$ cat config.mk
export PLATFORM = sky130hd
export DESIGN_NAME = cpu_trace_buffer
export DESIGN_NICKNAME = d
export VERILOG_FILES = /design/src/rtl/cpu_trace_pkg.sv /design/src/rtl/trace_fifo.sv /design/src/rtl/cpu_trace_buffer.sv
export SDC_FILE = /design/constraint.sdc
export NUM_CORES = 2
export LEC_CHECK = 0
export ABC_CLOCK_PERIOD_IN_PS = 24500
export CAP_MARGIN = 0
export CORE_UTILIZATION = 55
export DETAILED_ROUTE_END_ITERATION = 8
export PLACE_DENSITY = 0.76
export SYNTH_ARGS = -nofsm -noshare
export SYNTH_HDL_FRONTEND = slang
export SYNTH_HIERARCHICAL = 1
export SYNTH_SLANG_ARGS = --single-unit
export TNS_END_PERCENT = 5
$ cat constraint.sdc
create_clock -name clk_in -period 24.5 [get_ports clk_in]
set_input_delay 4.9 -clock clk_in [delete_from_list [all_inputs] [get_ports clk_in]]
set_output_delay 4.9 -clock clk_in [all_outputs]
set_load 0.03 [all_outputs]
$ cat src/rtl/cpu_trace_pkg.sv
// Shared types and constants for the CPU retire-trace recorder.
package cpu_trace_pkg;

  localparam int PC_W      = 32;
  localparam int INST_W    = 32;
  localparam int RF_ADDR_W = 5;
  localparam int DATA_W    = 32;
  localparam int DM_ADDR_W = 32;

  // Text segment base of the CPU54 memory map; captured PCs are stored relative to it.
  localparam logic [PC_W-1:0] DEFAULT_PC_BASE = 32'h0040_0000;

  // One retired instruction. Field order fixes the packed layout stored in the FIFO.
  typedef struct packed {
    logic [PC_W-1:0]      pc;
    logic [INST_W-1:0]    inst;
    logic                 rf_we;
    logic [RF_ADDR_W-1:0] rf_waddr;
    logic [DATA_W-1:0]    rf_wdata;
    logic                 dm_we;
    logic [DM_ADDR_W-1:0] dm_addr;
    logic [DATA_W-1:0]    dm_wdata;
  } trace_rec_t;

  // 32+32+1+5+32+1+32+32 = 167 bits.
  localparam int REC_W = $bits(trace_rec_t);

  typedef enum logic [1:0] {
    ST_IDLE      = 2'd0,
    ST_WAIT_TRIG = 2'd1,
    ST_CAPTURE   = 2'd2
  } trace_state_e;

endpackage

$ cat src/rtl/trace_fifo.sv
// Synchronous FIFO with optional overwrite-oldest on full and a drop pulse
// flagging every record that is lost (refused or evicted).
module trace_fifo #(
  parameter int WIDTH = 8,
  parameter int DEPTH = 16,
  parameter int LVL_W = $clog2(DEPTH) + 1
) (
  input  logic             clk_in,
  input  logic             reset,
  input  logic             i_push,
  input  logic             i_pop,
  input  logic             i_overwrite,
  input  logic [WIDTH-1:0] i_data,
  output logic [WIDTH-1:0] o_data,
  output logic             o_full,
  output logic             o_empty,
  output logic [LVL_W-1:0] o_level,
  output logic             o_drop
);

  localparam int              PTR_W    = $clog2(DEPTH);
  localparam logic [LVL_W-1:0] FULL_LVL = LVL_W'(DEPTH);

  logic [WIDTH-1:0] r_mem [DEPTH];
  logic [PTR_W-1:0] r_wr_ptr;
  logic [PTR_W-1:0] r_rd_ptr;
  logic [LVL_W-1:0] r_level;

  logic w_pop;
  logic w_wr_en;
  logic w_evict;

  assign o_full  = (r_level == FULL_LVL);
  assign o_empty = (r_level == '0);
  assign o_level = r_level;

  // A pop on an empty FIFO is meaningless and ignored.
  assign w_pop   = i_pop && !o_empty;
  // A write lands when there is room, when a same-cycle pop makes room,
  // or when overwrite mode is allowed to evict the oldest entry.
  assign w_wr_en = i_push && (!o_full || w_pop || i_overwrite);
  assign w_evict = i_push && o_full && !w_pop && i_overwrite;
  assign o_drop  = i_push && o_full && !w_pop;

  // Pointer and occupancy bookkeeping; pointers wrap naturally at DEPTH.
  always_ff @(posedge clk_in) begin
    if (reset) begin
      r_wr_ptr <= '0;
      r_rd_ptr <= '0;
      r_level  <= '0;
    end else begin
      if (w_wr_en) r_wr_ptr <= r_wr_ptr + 1'b1;
      if (w_pop || w_evict) r_rd_ptr <= r_rd_ptr + 1'b1;
      if (w_wr_en && !w_pop && !w_evict) begin
        r_level <= r_level + 1'b1;
      end else if (w_pop && !w_wr_en) begin
        r_level <= r_level - 1'b1;
      end
    end
  end

  // Record storage write port.
  // NOTE: the array has no reset; validity is tracked by r_level alone, so
  // clearing it would only cost flops and block RAM inference.
  always_ff @(posedge clk_in) begin
    if (w_wr_en) r_mem[r_wr_ptr] <= i_data;
  end

  // Head is forced to zero while empty so stale or uninitialised storage never shows.
  assign o_data = o_empty ? '0 : r_mem[r_rd_ptr];

endmodule

$ cat src/rtl/cpu_trace_buffer.sv
// Retire-trace recorder: captures one record per retired instruction into a
// FIFO drained over valid/ready, with start-PC trigger and loss accounting.
module cpu_trace_buffer
  import cpu_trace_pkg::*;
#(
  parameter int              DEPTH   = 16,
  parameter logic [PC_W-1:0] PC_BASE = DEFAULT_PC_BASE,
  parameter int              CNT_W   = 16,
  parameter int              LVL_W   = $clog2(DEPTH) + 1
) (
  input  logic                 clk_in,
  input  logic                 reset,
  input  logic                 cfg_en,
  input  logic                 cfg_wrap,
  input  logic                 cfg_trig_en,
  input  logic [PC_W-1:0]      cfg_trig_pc,
  input  logic                 ret_valid,
  input  logic [PC_W-1:0]      ret_pc,
  input  logic [INST_W-1:0]    ret_inst,
  input  logic                 rf_we,
  input  logic [RF_ADDR_W-1:0] rf_waddr,
  input  logic [DATA_W-1:0]    rf_wdata,
  input  logic                 dm_we,
  input  logic [DM_ADDR_W-1:0] dm_addr,
  input  logic [DATA_W-1:0]    dm_wdata,
  output logic                 out_valid,
  input  logic                 out_ready,
  output logic [PC_W-1:0]      out_pc,
  output logic [INST_W-1:0]    out_inst,
  output logic                 out_rf_we,
  output logic [RF_ADDR_W-1:0] out_rf_waddr,
  output logic [DATA_W-1:0]    out_rf_wdata,
  output logic                 out_dm_we,
  output logic [DM_ADDR_W-1:0] out_dm_addr,
  output logic [DATA_W-1:0]    out_dm_wdata,
  output logic                 armed,
  output logic [LVL_W-1:0]     level,
  output logic [CNT_W-1:0]     retired_cnt,
  output logic [CNT_W-1:0]     dropped_cnt,
  output logic                 overflow
);

  trace_state_e r_state;
  trace_state_e w_state_nxt;

  logic             w_trig_hit;
  logic             w_push;
  logic             w_pop;
  trace_rec_t       w_rec;
  trace_rec_t       w_head;
  logic [REC_W-1:0] w_fifo_dout;
  logic             w_fifo_full;
  logic             w_fifo_empty;
  logic             w_fifo_drop;

  logic [CNT_W-1:0] r_retired_cnt;
  logic [CNT_W-1:0] r_dropped_cnt;
  logic             r_overflow;

  assign w_trig_hit = ret_valid && (ret_pc == cfg_trig_pc);

  // The trigger-matching instruction is itself the first captured record.
  assign w_push = ret_valid &&
                  ((r_state == ST_CAPTURE) || ((r_state == ST_WAIT_TRIG) && w_trig_hit));
  assign w_pop  = out_valid && out_ready;

  // Stored PC is relative to PC_BASE; the subtraction wraps modulo 2^32 by design.
  assign w_rec = '{
    pc:       ret_pc - PC_BASE,
    inst:     ret_inst,
    rf_we:    rf_we,
    rf_waddr: rf_waddr,
    rf_wdata: rf_wdata,
    dm_we:    dm_we,
    dm_addr:  dm_addr,
    dm_wdata: dm_wdata
  };

  // State register; reset wins over every other update in the same cycle.
  // NOTE: sequential state uses non-blocking assignments so every flop samples
  // pre-edge values regardless of process ordering.
  always_ff @(posedge clk_in) begin
    if (reset) r_state <= ST_IDLE;
    else       r_state <= w_state_nxt;
  end

  // Next-state logic; dropping cfg_en returns to IDLE from anywhere.
  // NOTE: the default assignment up front keeps this block free of latches.
  always_comb begin
    w_state_nxt = r_state;
    if (!cfg_en) begin
      w_state_nxt = ST_IDLE;
    end else begin
      case (r_state)
        ST_IDLE:      w_state_nxt = cfg_trig_en ? ST_WAIT_TRIG : ST_CAPTURE;
        ST_WAIT_TRIG: if (w_trig_hit) w_state_nxt = ST_CAPTURE;
        ST_CAPTURE:   w_state_nxt = ST_CAPTURE;
        default:      w_state_nxt = ST_IDLE;
      endcase
    end
  end

  // State-decoded outputs.
  always_comb begin
    armed = (r_state == ST_CAPTURE);
  end

  trace_fifo #(
    .WIDTH (REC_W),
    .DEPTH (DEPTH),
    .LVL_W (LVL_W)
  ) u_fifo (
    .clk_in      (clk_in),
    .reset       (reset),
    .i_push      (w_push),
    .i_pop       (w_pop),
    .i_overwrite (cfg_wrap),
    .i_data      (w_rec),
    .o_data      (w_fifo_dout),
    .o_full      (w_fifo_full),
    .o_empty     (w_fifo_empty),
    .o_level     (level),
    .o_drop      (w_fifo_drop)
  );

  // A lost record can only ever come from a full FIFO.
  a_drop_needs_full: assert property (@(posedge clk_in) disable iff (reset)
    w_fifo_drop |-> w_fifo_full);

  // Saturating retire/drop counters and the sticky overflow flag.
  always_ff @(posedge clk_in) begin
    if (reset) begin
      r_retired_cnt <= '0;
      r_dropped_cnt <= '0;
      r_overflow    <= 1'b0;
    end else begin
      if (w_push && (r_retired_cnt != '1)) r_retired_cnt <= r_retired_cnt + 1'b1;
      if (w_fifo_drop) begin
        if (r_dropped_cnt != '1) r_dropped_cnt <= r_dropped_cnt + 1'b1;
        r_overflow <= 1'b1;
      end
    end
  end

  assign retired_cnt = r_retired_cnt;
  assign dropped_cnt = r_dropped_cnt;
  assign overflow    = r_overflow;

  assign out_valid    = !w_fifo_empty;
  assign w_head       = w_fifo_dout;
  assign out_pc       = w_head.pc;
  assign out_inst     = w_head.inst;
  assign out_rf_we    = w_head.rf_we;
  assign out_rf_waddr = w_head.rf_waddr;
  assign out_rf_wdata = w_head.rf_wdata;
  assign out_dm_we    = w_head.dm_we;
  assign out_dm_addr  = w_head.dm_addr;
  assign out_dm_wdata = w_head.dm_wdata;

endmodule

Word level (Yosys, flattened, before mapping):

Memories as Yosys holds them, arrays and structs flattened. A register that Yosys moved wholly into a read port is not among the register bits.
Index checks and enable logic that the tools add are counted.

* bitwise gates (word level): 1
* add/sub/neg operators: 7
* equal/unequal tests: 7
* reductions and logical operators: 27
* multiplexer cells: 10

Operators with widths (count)
* 167-bit two-way mux: 1
* 16-bit by 1-bit adder with 16-bit output, second input constant: 2
* 32-bit equality test: 1
* 16-bit != test, second input constant: 2
* 32-bit by 23-bit subtractor with 32-bit output, second input constant: 1
* 1-bit logical AND: 13
* 5-bit two-way mux: 2
* 4-bit by 1-bit adder with 4-bit output, second input constant: 2
* 4-bit two-way mux: 2
* 2-bit one-hot mux with 3 select lines: 1
* 5-bit by 1-bit adder with 5-bit output, second input constant: 1
* 5-bit equality test, second input constant: 1
* 1-bit logical NOT: 5
* 5-bit logical NOT: 1
* 5-bit by 1-bit subtractor with 5-bit output, second input constant: 1
* 1-bit logical OR: 4
* 2-bit two-way mux: 2
* 2-bit by 1-bit equality test with 1-bit output, second input constant: 1
* 2-bit equality test, second input constant: 1
* 2-bit logical NOT: 1
* 1-bit two-way mux: 2
* 2-bit != test, second input constant: 1
* 2-bit AND reduction: 1
* 2-bit nonzero test: 1
* other kinds (2): 2

* memories: 1
* bits in registers: 48
* bits in writable memories: 2672
* output and inout port bits: 207
* input port bits: 206

Memories
* u_fifo.r_mem: depth 16, width 167, read ports 1, clocked after memory_dff 1, wr ports 1, line trace_fifo.sv:24 `logic [WIDTH-1:0] r_mem [DEPTH];`

Depth between registers and ports, before layout:

* depth in word-level cells: 11
* gate-level depth with buffers: 14
* depth with buffers taken out: 12

Cells and area by module:

The synthesis kept the hierarchy.

By module, submodules not included
* trace_fifo: instances 1, seq. area each 80577.3 um2, area an instance 101195.8 um2, cells each 4199
* cpu_trace_buffer: instances 1, seq. area each 700.7 um2, area an instance 2274.7 um2, cells each 275

Least setup slack after synthesis:

No wires, ideal clock.

* path type: input to register
* start point: input cfg_trig_pc[2]
* end point: memory u_fifo/r_mem[1][0] (netlist name), enable pin
* library setup time: 1.102 ns
* required time: 23.398 ns
* path slack: 0.950 ns
* arrival: 22.448 ns
* cell stages on the path: 9
* path through: xor2_1 -> a221o_1 -> nor4b_1 -> a41oi_2 -> buf_4 -> nor2b_1 -> clkbuf_1 -> o21ai_2 -> nor4_1

* word-level cells in the longest chain between the ends: 8

Ends and longest elaborated chain
* start: declaration: line cpu_trace_buffer.sv:16 `input logic [PC_W-1:0] cfg_trig_pc,`
* 32-bit equality test: line cpu_trace_buffer.sv:60 `assign w_trig_hit = ret_valid && (ret_pc == cfg_trig_pc);`
* 1-bit logical AND: line cpu_trace_buffer.sv:60
* 1-bit logical AND: line cpu_trace_buffer.sv:64 `((r_state == ST_CAPTURE) || ((r_state == ST_WAIT_TRIG) && w_trig_hit));`
* 1-bit logical OR: line cpu_trace_buffer.sv:64
* 1-bit logical AND: line cpu_trace_buffer.sv:63 `assign w_push = ret_valid &&`
* named net w_push: line cpu_trace_buffer.sv:47 `logic w_push;`
* 1-bit logical AND: line trace_fifo.sv:41 `assign w_wr_en = i_push && (!o_full || w_pop || i_overwrite);`
* 1-bit two-way mux: line trace_fifo.sv:66 `if (w_wr_en) r_mem[r_wr_ptr] <= i_data;`
* 1-bit two-way mux (not written as such): line trace_fifo.sv:66
* end: declaration: line trace_fifo.sv:24

The timed path passes the listed nets, and every way through them passes these cells.

==> reports/results.ini <==
[floorplanning]
core_sq_um = 186000
start_util_pct = 55.6
die_w_microns = 436
ios = 413
die-height_microns = 436
rows = 158
dieArea_sq_um = 190000

[pwr]
ir_drop_v = 0.0000939
p_per_area_nw_per_um2 = 90.3
leakage_nw = 35.6

[final_layout]
nFillCells = 11900
area_growth_pct = 15.1
design_area_sq_um = 119000
final_cell_mix = edfxtp_1 (2672), mux4_2 (667), clkdlybuf4s50_1 (411), clkbuf_16 (289), mux2i_1 (174)
stdcell_count = 7708
nets = 5250
final_common_cell = edfxtp_1
drive_gt1_share_pct = 22.4
multiInputGateArea_sq_um = 21200
regArea_sq_um = 81300

[setup_path]
required_ns = 19.60
reg2reg_from = u_fifo/o_level[0]
startpoint_type = flop
critPathArrivalTime_ns = 6.42
cp-end-kind = primary output
worstSetupPathType = flop to primary output
critical_path_peak_fanout = 57

[detailed_routing]
drt_iter0_markers = 5254
vias = 49400
routed_wl_mm = 240
wl_per_cell_microns = 31.2
vias_per_cell = 6.41
post-route-drc-count = 0
dr.pass1.iters = 8
drtAntennaViolNets = 0

[placed_design]
place_area_sq_um = 111000
post-place-ws_ns = 12.56
routabilityCongestion = 0.788
place.port_buffers = 412
dp.cells = 7222
dp_hpwl_mm = 121

[timing]
slew_viol_final = 0
skew_ns = 0.0657
setup_viol_count_final = 0
hold_violations = 0
min_period_ns = 11.32
fin_ws_ns = 13.18
rsz0062_at_grt = no
clock.fmax_ghz = 0.0884
relSlewSlack_pct = 15.8
holdWs_ns = 0.488
tns_ns = 0
tightest_slew_ns = 1.26
fin_crit_sh_pct = 46.2

[min_path]
hold_start = u_fifo/r_rd_ptr[3]
hold_path.class = flop to flop

[clock_tree]
htree_levels = 5
cts_buffers = 284
cts_hold_buf = 0
clkTransAtPathRegs_ns = 0.06
max-clock-path-buffers = 4
clk_latency_ns = 0.94
cts_setup_buffers = 0
cts_root_buf = clkbuf_16
tritoncts = done
clock-sinks = 2724
ctsResizeCount = 0

[global_routing]
grt_pass1_wl_mm = 349
use_met2_pct = 41.7
use_met1_pct = 33.6
grt_max_degree = 136
antenna_found_initial = 28
grt_pass1_vias = 51900
overflow = 0
use_met3_pct = 5.65
busiest_layer = met2
grt_use_total_pct = 25.3

[run_status]
status = complete, no violations

[yosys]
synthCells = 4473
syn_area_per_cell_sq_um = 23.1
netlist_area_sq_um = 103000
syn-num-nets = 4695
yosysWarnings = 6

[flow_run]
drv_cap = 0

==> critical path, cell delays in order, from the launching register on <==
cell	delay, ns
dfxtp_4	1.10
buf_4	0.88
buf_4	0.82
buf_4	0.85
mux4_2	0.37
mux2i_1	0.08
o21ai_0	0.51
clkdlybuf4s50_1	0.79
==> layer usage <==
layer / vias to the layer above / part of all wire, %
met2: 2308 / 50
met1: 26500 / 38
li1: 20200 / -
met3: 460 / 8.1
met5: - / 0.082
met4: 32 / 3.5
==> per-stage QoR <==
stage | total power (W) | util (%)
finish | 0.0108 | 64.0
global route | 0.0111 | 64.0
CTS | 0.0108 | 64.0
detailed placement | 0.00683 | 59.4
global placement | 0.00682 | 59.4
floorplan | 0.00616 | -
==> sequential cells by signal, indices dropped and copies added (netlist names), named ones only <==
register	flops
u_fifo/r_mem	2672
retired_cnt	16
u_fifo/o_level	5
u_fifo/r_rd_ptr	4
dropped_cnt	16
u_fifo/r_wr_ptr	4
r_state	2
overflow	1
==> report_power, final <==
| group | switching (W) | leakage [nW] | total [W] | internal, W |
|---|---|---|---|---|
| combinational | 0.000973 | 6.98 | 0.00158 | 0.000606 |
| sequential | 0.0000207 | 24.4 | 0.00515 | 0.00513 |
| clock | 0.00170 | 4.16 | 0.00402 | 0.00233 |
| total | 0.00269 | 35.6 | 0.0108 | 0.00807 |
==> path summary, 6_finish.rpt <==
check,slack [ns],cells after the start,endpoint
worst min register to register,0.49,2,u_fifo/r_rd_ptr[3]
worst min-delay path,0.49,2,u_fifo/r_rd_ptr[3]
worst max register to register,18.56,9,u_fifo/r_mem[14][72]
worst max-delay path,13.18,7,out_inst[2]
==> area by class of cell <==
class                           count  area share (%)
Timing Repair Buffer              501            4.12
Clock buffer                      345            6.25
Sequential cell                  2724            68.2
Tap cell                         2480            2.61
Multi-Input combinational cell   1489            17.8
Inverter                           28          0.0882
Antenna cell                        7          0.0147
Clock inverter                    134           0.908
Power figures use the tool's default switching activity.
